File: src/rtl/conv_group_scheduler_if.sv
// Bundles the conv_group_scheduler's control, vector-manager, filter-file and result-RAM signals.
// master: the scheduler side. It drives busy/done, the request pulse, filter_index and the result write port.
// slave: the environment side. It drives go, element ready/data and the filter weight.
interface conv_group_scheduler_if;
    logic        go;
    logic        busy;
    logic        done;
    logic        m_element_requested;
    logic        m_element_ready;
    logic [15:0] m_element;
    logic [2:0]  filter_index;
    logic [15:0] filter_weight;
    logic [5:0]  result_address;
    logic [15:0] result_data;
    logic        result_write;

    modport master (
        input  go, m_element_ready, m_element, filter_weight,
        output busy, done, m_element_requested, filter_index,
               result_address, result_data, result_write
    );

    modport slave (
        output go, m_element_ready, m_element, filter_weight,
        input  busy, done, m_element_requested, filter_index,
               result_address, result_data, result_write
    );
endinterface

File: src/rtl/conv_group_scheduler.sv
// Purpose: sequences NUM_GROUPS groups of GROUP_LEN element*weight MACs and writes one scaled, saturated word per group.
// Latency: 1 request cycle + stream cycles + 1 write cycle per group; 1 extra DONE cycle per pass.
// Backpressure: the stream stalls indefinitely while m_element_ready is low, with all state held and no timeout.
// Ports: clock/clear (synchronous active-high); bus (master modport) carries go/busy/done, the request and element
//        from the vector manager, filter_index/filter_weight, and result_address/result_data/result_write.
// Build option: CONV_GROUP_SCHEDULER_RELU_EN clamps negative results to 0 before the write.
module conv_group_scheduler #(
    parameter int NUM_GROUPS = 64,
    parameter int GROUP_LEN  = 8,
    parameter int FRAC_BITS  = 8,
    parameter int ACC_W      = 36
) (
    input  logic                   clock,
    input  logic                   clear,
    conv_group_scheduler_if.master bus
);
    typedef enum logic [2:0] {
        ST_IDLE,
        ST_REQUEST,
        ST_STREAM,
        ST_WRITE,
        ST_DONE
    } state_t;

    // Signed saturation bounds at accumulator width.
    localparam logic signed [ACC_W-1:0] SAT_MAX = {{(ACC_W-15){1'b0}}, {15{1'b1}}};
    localparam logic signed [ACC_W-1:0] SAT_MIN = {{(ACC_W-15){1'b1}}, 15'd0};

    state_t                  state_q, state_d;
    logic signed [ACC_W-1:0] acc_q, acc_d;
    logic [2:0]              beat_q, beat_d;
    logic [5:0]              group_q, group_d;
    logic [15:0]             result_data_q, result_data_d;
    logic [5:0]              result_address_q, result_address_d;

    logic signed [31:0]      elem_ext;
    logic signed [31:0]      wt_ext;
    logic signed [31:0]      product;
    logic signed [ACC_W-1:0] acc_sum;
    logic signed [ACC_W-1:0] acc_shift;
    logic [15:0]             sat_val;
    logic [15:0]             out_val;
    logic                    last_beat;
    logic                    last_group;

    // 16x16 signed product. Both operands are sign-extended, so the low 32 bits are exact.
    assign elem_ext = {{16{bus.m_element[15]}}, bus.m_element};
    assign wt_ext   = {{16{bus.filter_weight[15]}}, bus.filter_weight};
    assign product  = elem_ext * wt_ext;
    assign acc_sum  = acc_q + {{(ACC_W-32){product[31]}}, product};

    // The result is taken from the sum that includes the final beat, so the
    // registered result is ready during the WRITE cycle.
    assign acc_shift = acc_sum >>> FRAC_BITS;

    always_comb begin
        sat_val = acc_shift[15:0];
        if (acc_shift > SAT_MAX) begin
            sat_val = 16'h7FFF;
        end else if (acc_shift < SAT_MIN) begin
            sat_val = 16'h8000;
        end
    end

`ifdef CONV_GROUP_SCHEDULER_RELU_EN
    assign out_val = sat_val[15] ? 16'h0000 : sat_val;
`else
    assign out_val = sat_val;
`endif

    assign last_beat  = (beat_q == 3'(GROUP_LEN - 1));
    assign last_group = (group_q == 6'(NUM_GROUPS - 1));

    always_comb begin
        state_d          = state_q;
        acc_d            = acc_q;
        beat_d           = beat_q;
        group_d          = group_q;
        result_data_d    = result_data_q;
        result_address_d = result_address_q;
        case (state_q)
            ST_IDLE: begin
                if (bus.go) begin
                    state_d = ST_REQUEST;
                    group_d = 6'd0;
                end
            end
            ST_REQUEST: begin
                acc_d   = '0;
                beat_d  = 3'd0;
                state_d = ST_STREAM;
            end
            ST_STREAM: begin
                if (bus.m_element_ready) begin
                    acc_d  = acc_sum;
                    beat_d = beat_q + 3'd1;
                    // The beat count alone terminates the group.
                    if (last_beat) begin
                        state_d          = ST_WRITE;
                        result_data_d    = out_val;
                        result_address_d = group_q;
                    end
                end
            end
            ST_WRITE: begin
                group_d = group_q + 6'd1;
                state_d = last_group ? ST_DONE : ST_REQUEST;
            end
            ST_DONE: begin
                state_d = ST_IDLE;
            end
            default: begin
                state_d = ST_IDLE;
            end
        endcase
    end

    always_ff @(posedge clock) begin
        if (clear) begin
            state_q          <= ST_IDLE;
            acc_q            <= '0;
            beat_q           <= 3'd0;
            group_q          <= 6'd0;
            result_data_q    <= 16'd0;
            result_address_q <= 6'd0;
        end else begin
            state_q          <= state_d;
            acc_q            <= acc_d;
            beat_q           <= beat_d;
            group_q          <= group_d;
            result_data_q    <= result_data_d;
            result_address_q <= result_address_d;
        end
    end

    assign bus.busy                = (state_q != ST_IDLE);
    assign bus.done                = (state_q == ST_DONE);
    assign bus.m_element_requested = (state_q == ST_REQUEST);
    assign bus.result_write        = (state_q == ST_WRITE);
    assign bus.filter_index        = beat_q;
    assign bus.result_data         = result_data_q;
    assign bus.result_address      = result_address_q;
endmodule
File: src/flat_wrapper.sv
// flat-port wrapper written by rule: the top's interface ports become plain ports
module conv_group_scheduler_flat 
#(
    parameter int NUM_GROUPS = 64,
    parameter int GROUP_LEN  = 8,
    parameter int FRAC_BITS  = 8,
    parameter int ACC_W      = 36
)
  (clock, clear, bus_go, bus_m_element_ready, bus_m_element, bus_filter_weight, bus_busy, bus_done, bus_m_element_requested, bus_filter_index, bus_result_address, bus_result_data, bus_result_write);
  conv_group_scheduler_if bus_i ();
  input  logic clock;
  input  logic clear;
  input wire logic [$bits(bus_i.go)-1:0] bus_go;
  input wire logic [$bits(bus_i.m_element_ready)-1:0] bus_m_element_ready;
  input wire logic [$bits(bus_i.m_element)-1:0] bus_m_element;
  input wire logic [$bits(bus_i.filter_weight)-1:0] bus_filter_weight;
  output wire logic [$bits(bus_i.busy)-1:0] bus_busy;
  output wire logic [$bits(bus_i.done)-1:0] bus_done;
  output wire logic [$bits(bus_i.m_element_requested)-1:0] bus_m_element_requested;
  output wire logic [$bits(bus_i.filter_index)-1:0] bus_filter_index;
  output wire logic [$bits(bus_i.result_address)-1:0] bus_result_address;
  output wire logic [$bits(bus_i.result_data)-1:0] bus_result_data;
  output wire logic [$bits(bus_i.result_write)-1:0] bus_result_write;
  assign bus_i.go = bus_go;
  assign bus_i.m_element_ready = bus_m_element_ready;
  assign bus_i.m_element = bus_m_element;
  assign bus_i.filter_weight = bus_filter_weight;
  assign bus_busy = bus_i.busy;
  assign bus_done = bus_i.done;
  assign bus_m_element_requested = bus_i.m_element_requested;
  assign bus_filter_index = bus_i.filter_index;
  assign bus_result_address = bus_i.result_address;
  assign bus_result_data = bus_i.result_data;
  assign bus_result_write = bus_i.result_write;
  conv_group_scheduler #(.NUM_GROUPS(NUM_GROUPS), .GROUP_LEN(GROUP_LEN), .FRAC_BITS(FRAC_BITS), .ACC_W(ACC_W)) u_core (.clock(clock), .clear(clear), .bus(bus_i));
endmodule
File: config.mk
export PLATFORM = sky130hd
export DESIGN_NAME = conv_group_scheduler_flat
export DESIGN_NICKNAME = d
export VERILOG_FILES = /design/src/rtl/conv_group_scheduler_if.sv /design/src/rtl/conv_group_scheduler.sv /design/src/flat_wrapper.sv
export SDC_FILE = /design/constraint.sdc
export NUM_CORES = 1
export LEC_CHECK = 0
export ABC_AREA = 1
export BUFFER_PORTS_ARGS = -buffer_cell sky130_fd_sc_hd__buf_2
export CAP_MARGIN = 20
export CORE_UTILIZATION = 59
export DETAILED_ROUTE_END_ITERATION = 8
export HOLD_SLACK_MARGIN = 0.03
export PLACE_DENSITY = 0.8
export RECOVER_POWER = 100
export SETUP_SLACK_MARGIN = 0.4
export SLEW_MARGIN = 20
export SYNTH_ARGS = -nofsm -noshare
export SYNTH_HDL_FRONTEND = slang
export SYNTH_SLANG_ARGS = --single-unit
File: constraint.sdc
create_clock -name clock -period 9 [get_ports clock]
set_input_delay 1.35 -clock clock [delete_from_list [all_inputs] [get_ports clock]]
set_output_delay 1.35 -clock clock [all_outputs]
set_load 0.02 [all_outputs]
Word-level counts from Yosys, hierarchy flattened
Index checks and enable logic that the tools add are counted.

Memories kept: 0. Register bits: 70. Output and inout port bits: 29. Memory bits (read-only): 0. Bits in latches: 0. Memory bits (writable): 0.

Reduce and logical (&&, ||, !) cells: 8. Divide/modulo/power cells: 0. Shift operators: 0. Bitwise logic cells: 0. Multipliers: 1. Add/subtract/negate cells: 3. Equal/unequal tests: 9. Multiplexer cells: 13. $lt $le $gt $ge: 2.

Operator list (count): 36-bit case mux with 2 select lines (1); 36-bit adder (1); 36-bit two-way mux (1); 16-bit by 16-bit multiplier with 32-bit output (1); 16-bit two-way mux (2); 28-bit by 16-bit greater-than comparator with 1-bit output (second input constant) (1); 28-bit by 16-bit less-than comparator with 1-bit output (second input constant) (1); 3-bit two-way mux (5); 3-bit case mux with 4 select lines (1); 6-bit case mux with 2 select lines (1); 6-bit by 1-bit adder with 6-bit output (second input constant) (1); 3-bit by 2-bit equality test with 1-bit output (second input constant) (2); 3-bit equality test (second input constant) (2); 6-bit equality test (second input constant) (1); 6-bit two-way mux (1); 3-bit case mux with 2 select lines (1); 3-bit AND reduction (2); 2-bit inequality test (second input constant) (2); 2-bit AND reduction (2); 2-bit nonzero test (2); 3-bit by 1-bit adder with 3-bit output (second input constant) (1); 3-bit by 1-bit equality test with 1-bit output (second input constant) (1); 3-bit logical NOT (1); 3-bit nonzero test (1); 2-bit by 1-bit inequality test with 1-bit output (second input constant) (1).

Depth between registers and ports, before layout
Depth after elaboration: 5. Mapped depth: 50. Depth with buffers taken out: 47.

Worst setup path before layout
OpenSTA, ideal clock, no wires.

Kind: input port to flip-flop. Start point: input port bus_filter_weight[3]. End point: register u_core.result_data_q[10], in the netlist u_core.bus.result_data[10]. Data required time: 8.878 ns. Arrival: 8.398 ns. Stages on the path: 41. Path slack: 0.480 ns. Setup time: 0.122 ns. Cell sequence: clkbuf_1 -> clkbuf_1 -> nand2_1 -> fa_1 -> fa_1 -> fa_1 -> inv_1 -> fa_1 -> fa_1 -> inv_1 -> fa_1 -> inv_1 -> ha_1 -> nand2_1 -> inv_1 -> a21oi_1 -> nand3_2 -> a21oi_1 -> (+5 left out) -> xnor2_1 -> inv_1 -> ha_1 -> nand2_1 -> inv_1 -> nand2_1 -> nand3_1 -> nand2_1 -> nand2_1 -> a21oi_1 -> nand4_1 -> nand2_1 -> inv_1 -> nor2_2 -> nand3_2 -> a21oi_4 -> buf_6 -> a21oi_2.

Longest elaborated chain between the ends: 5. Elaborated cells on any way between the ends: 6.

RTL lines: start, declared (line flat_wrapper.sv:16) `input wire logic [$bits(bus_i.filter_weight)-1:0] bus_filter_weight;`; 16-bit by 16-bit multiplier with 32-bit output (*) (line conv_group_scheduler.sv:49) `assign product = elem_ext * wt_ext;`; 36-bit adder (*) (line conv_group_scheduler.sv:50) `assign acc_sum = acc_q + {{(ACC_W-32){product[31]}}, product};`; 28-bit by 16-bit less-than comparator with 1-bit output (line conv_group_scheduler.sv:60) `end else if (acc_shift < SAT_MIN) begin`; 16-bit two-way mux (line conv_group_scheduler.sv:60); 16-bit two-way mux (*) (line conv_group_scheduler.sv:58) `if (acc_shift > SAT_MAX) begin`; end signal, assigned (line conv_group_scheduler.sv:131) `result_data_q <= result_data_d;`; end, declared (line conv_group_scheduler.sv:33) `logic [15:0] result_data_q, result_data_d;`.

Every way passes the cells marked *; elsewhere a longest branch is shown, timed or not. A chain may end at the register's enable or synchronous reset.

Worst setup path in the final report
Start point: input port bus_filter_weight[15]. End point: register u_core.result_data_q[11], in the netlist u_core.bus.result_data[11].

The elaborated chain is that of the path after synthesis.

==> impl_metrics.json <==
{
  "finalSetupViolCount": 0,
  "gp_congestion": 0.959,
  "grt_pass1_wl_um": 68800,
  "max_stage_delay_ns": 0.63,
  "synthTopCellsByArea": "fa_1 33%, nand2_1 15%, inv_1 14%",
  "viasPerCell": 5.29,
  "drive_above_1_share_pct": 14.3,
  "hold_ws_ns": 0.473,
  "cts-buffers-inserted": 9,
  "critPathKind": "primary input to register",
  "die_area_um2": 27600,
  "yosysWarnings": 0,
  "synthCells": 2260,
  "final_max_slew_viol_count": 83,
  "area_growth_pct": 14.0,
  "maxSlewHeadroom_pct": -38.6,
  "worstSkewPairLatency_ns": 0.35,
  "clk_pin_slew_ns": 0.06,
  "die_h_um": 166,
  "hp-class": "register to register",
  "ioPinCount": 65,
  "wl_um": 41300,
  "grt_pass1_vias": 14500,
  "fmax_mhz": 117,
  "io_buffer_count": 64,
  "fill_cells": 2114,
  "drtAntennaViolNets": 0,
  "synth_top_area_share_pct": 33.2,
  "yosys.area.top_type": "fa_1",
  "critPathMaxFanout": 7,
  "synth_edf_count": 0,
  "cts_root_buf": "clkbuf_16",
  "via_count": 14100,
  "tightestPinTransition_ns": 2.08,
  "setup.worst_path.start_class": "primary input",
  "diodes": 0,
  "grt_max_degree": 43,
  "finalCriticalPeriod_ns": 8.56,
  "cts_buffer_depth": 2,
  "tns_ns": 0,
  "finalHoldViolCount": 0,
  "rrSetupSlack_ns": 5.00,
  "multiInputGateArea_um2": 12700,
  "post_dp_cell_area_um2": 16600,
  "overflow": 0,
  "synth_nets": 2680,
  "end_kind": "register",
  "violations": "design-rule violations, max-capacitance violations, max-slew violations",
  "coreArea_um2": 26200,
  "grt_usage_pct": 30.7,
  "outcome": "finished with violations",
  "row_count": 59,
  "dieWidth_um": 166,
  "hpwl_um": 32900,
  "seq_area_frac_synth_pct": 8.83,
  "arrival_ns": 8.79,
  "fin_skew_ns": 0.0120,
  "cts.sinks": 70,
  "maxCapViolCount": 2,
  "avgSynthCellArea_um2": 7.02,
  "drc": 2,
  "first_iter_violations": 1099,
  "nets": 2740,
  "initial_core_util_pct": 60.6,
  "syn_area_um2": 15900,
  "async_reset_ff_share_pct": 0,
  "fin_crit_sh_pct": 95.1,
  "design_area_um2": 18100,
  "firstDrtPassIters": 9,
  "critical_path_required_ns": 9.23,
  "slowest_stage": "fa_1",
  "antenna_found_initial": 0,
  "ys.flop_type": "dfxtp_1",
  "h-tree-depth": 3,
  "synth_cell_types": 41,
  "wire_per_inst_um": 15.5,
  "cts_tree": "yes",
  "rsz0062_at_grt": "false",
  "synth_seq_cells": 70,
  "ff_latch_area_um2": 1400
}
## through the flow
stage / setup slack (ns) / utilization (%) / cells
6_report: 0.439 / 69.0 / 2660
2_1_floorplan: 0.480 / - / 2260
5_1_grt: 0.164 / 69.0 / 2660
3_5_place_dp: -0.269 / 63.2 / 2614
3_3_place_gp: -0.257 / 63.2 / 2614
4_1_cts: 0.402 / 65.4 / 2635
## worst paths after layout
path,end,start,depth (start not counted)
setup / recovery,u_core.bus.result_data[11]$_SDFFE_PP0P_,bus_filter_weight[15],40
hold / removal,u_core.acc_q[22]$_SDFFE_PP0P_,u_core.acc_q[22]$_SDFFE_PP0P_,2
setup reg to reg,u_core.bus.filter_index[2]$_SDFFE_PP0P_,u_core.state_q[2]$_SDFFE_PP0P_,8
hold reg to reg,u_core.acc_q[22]$_SDFFE_PP0P_,u_core.acc_q[22]$_SDFFE_PP0P_,2
## worst max-delay path: cells and delay by family
kind,cells,cell delay [ns]
adders and majority gates,8,3.52
AOI/OAI and AO/OA,5,0.73
buffers and inverters,8,0.90
and+or+nand+nor,19,2.28
## registers in the layout, summed over array words and instances (netlist names)
signal	count
u_core.bus.result_address	6
u_core.bus.result_data	16
u_core.bus.filter_index	3
u_core.state_q	3
u_core.acc_q	36
u_core.group_q	6
## logic make-up (layout without fill, tap and decap cells)
group / Yosys count / in the layout / share of synthesized area, %
simple gates: 867 / 868 / 22.4
compound gates: 198 / 198 / 6.92
xor+xnor: 46 / 46 / 2.54
fa+ha+maj: 384 / 384 / 42.7
buf+inv: 695 / 759 / 16.6
flops: 70 / 70 / 8.83
## timing repair
action | in CTS | in global routing
buffers inserted | 4 | 24
pin swaps | 23 | 137
hold buffers | 0 | 0
endpoints found under the setup margin | 17 | 18
resized for setup | 55 | 221
gates cloned | 1 | 1
## layer usage
layer	wire length (um)	track usage [%]	part of all wire [%]	up-vias
li1	-	-	-	6676
met1	16900	40.1	41	6751
met2	20800	54.4	50	572
met3	2570	3.19	6.2	80
met4	992	7.68	2.4	0
met5	0	0	0	-
## synthesized netlist by cell type, types with 7 or more instances
cell and count:
nand3_2 7, nand3_1 54, ha_1 121, o21ai_0 55
dfxtp_1 70, nand2_2 19, inv_2 7, a21oi_1 108
nor2_1 82, xnor2_1 20, a21oi_2 11, nor3_1 10
or2_2 7, fa_1 263, nand4_1 9, xor2_1 26
clkbuf_1 72, nor2_2 10, inv_1 612, nand2_1 655
## final cells by class
class | count | area share [%]
Sequential cell | 70 | 7.75
Timing Repair Buffer | 124 | 5.31
Tap cell | 335 | 2.32
Multi-Input combinational cell | 1496 | 70.1
Clock inverter | 7 | 0.394
Clock buffer | 9 | 1.24
Inverter | 619 | 12.9
## layout by cell type (no fill, tap or decap), drive strengths merged
| cell | netlist | routed |
|---|---|---|
| nand2 | 675 | 676 |
| inv | 619 | 622 |
| fa | 263 | 263 |
| ha | 121 | 121 |
| a21oi | 120 | 120 |
| nor2 | 94 | 94 |
| buf | 4 | 87 |
| dfxtp | 70 | 70 |
| nand3 | 61 | 61 |
| o21ai | 56 | 56 |
| clkbuf | 72 | 46 |
| xor2 | 26 | 26 |
| xnor2 | 20 | 20 |
| nor3 | 13 | 13 |
| nand4 | 9 | 9 |
| or2 | 7 | 7 |
| a31oi | 5 | 5 |
| o21bai | 5 | 5 |
| a21o | 4 | 4 |
| nand3b | 4 | 4 |
| a21boi | 3 | 3 |
| clkinv | 0 | 3 |
| and3 | 2 | 2 |
| a221oi | 2 | 2 |
| clkinvlp | 0 | 1 |
| nor3b | 1 | 1 |
| nor4 | 1 | 1 |
| o221a | 1 | 1 |
| a211oi | 1 | 1 |
| o21a | 1 | 1 |
Power is not shown: default switching activity piles up to over one toggle a cycle in this logic, so the estimate is an artifact.
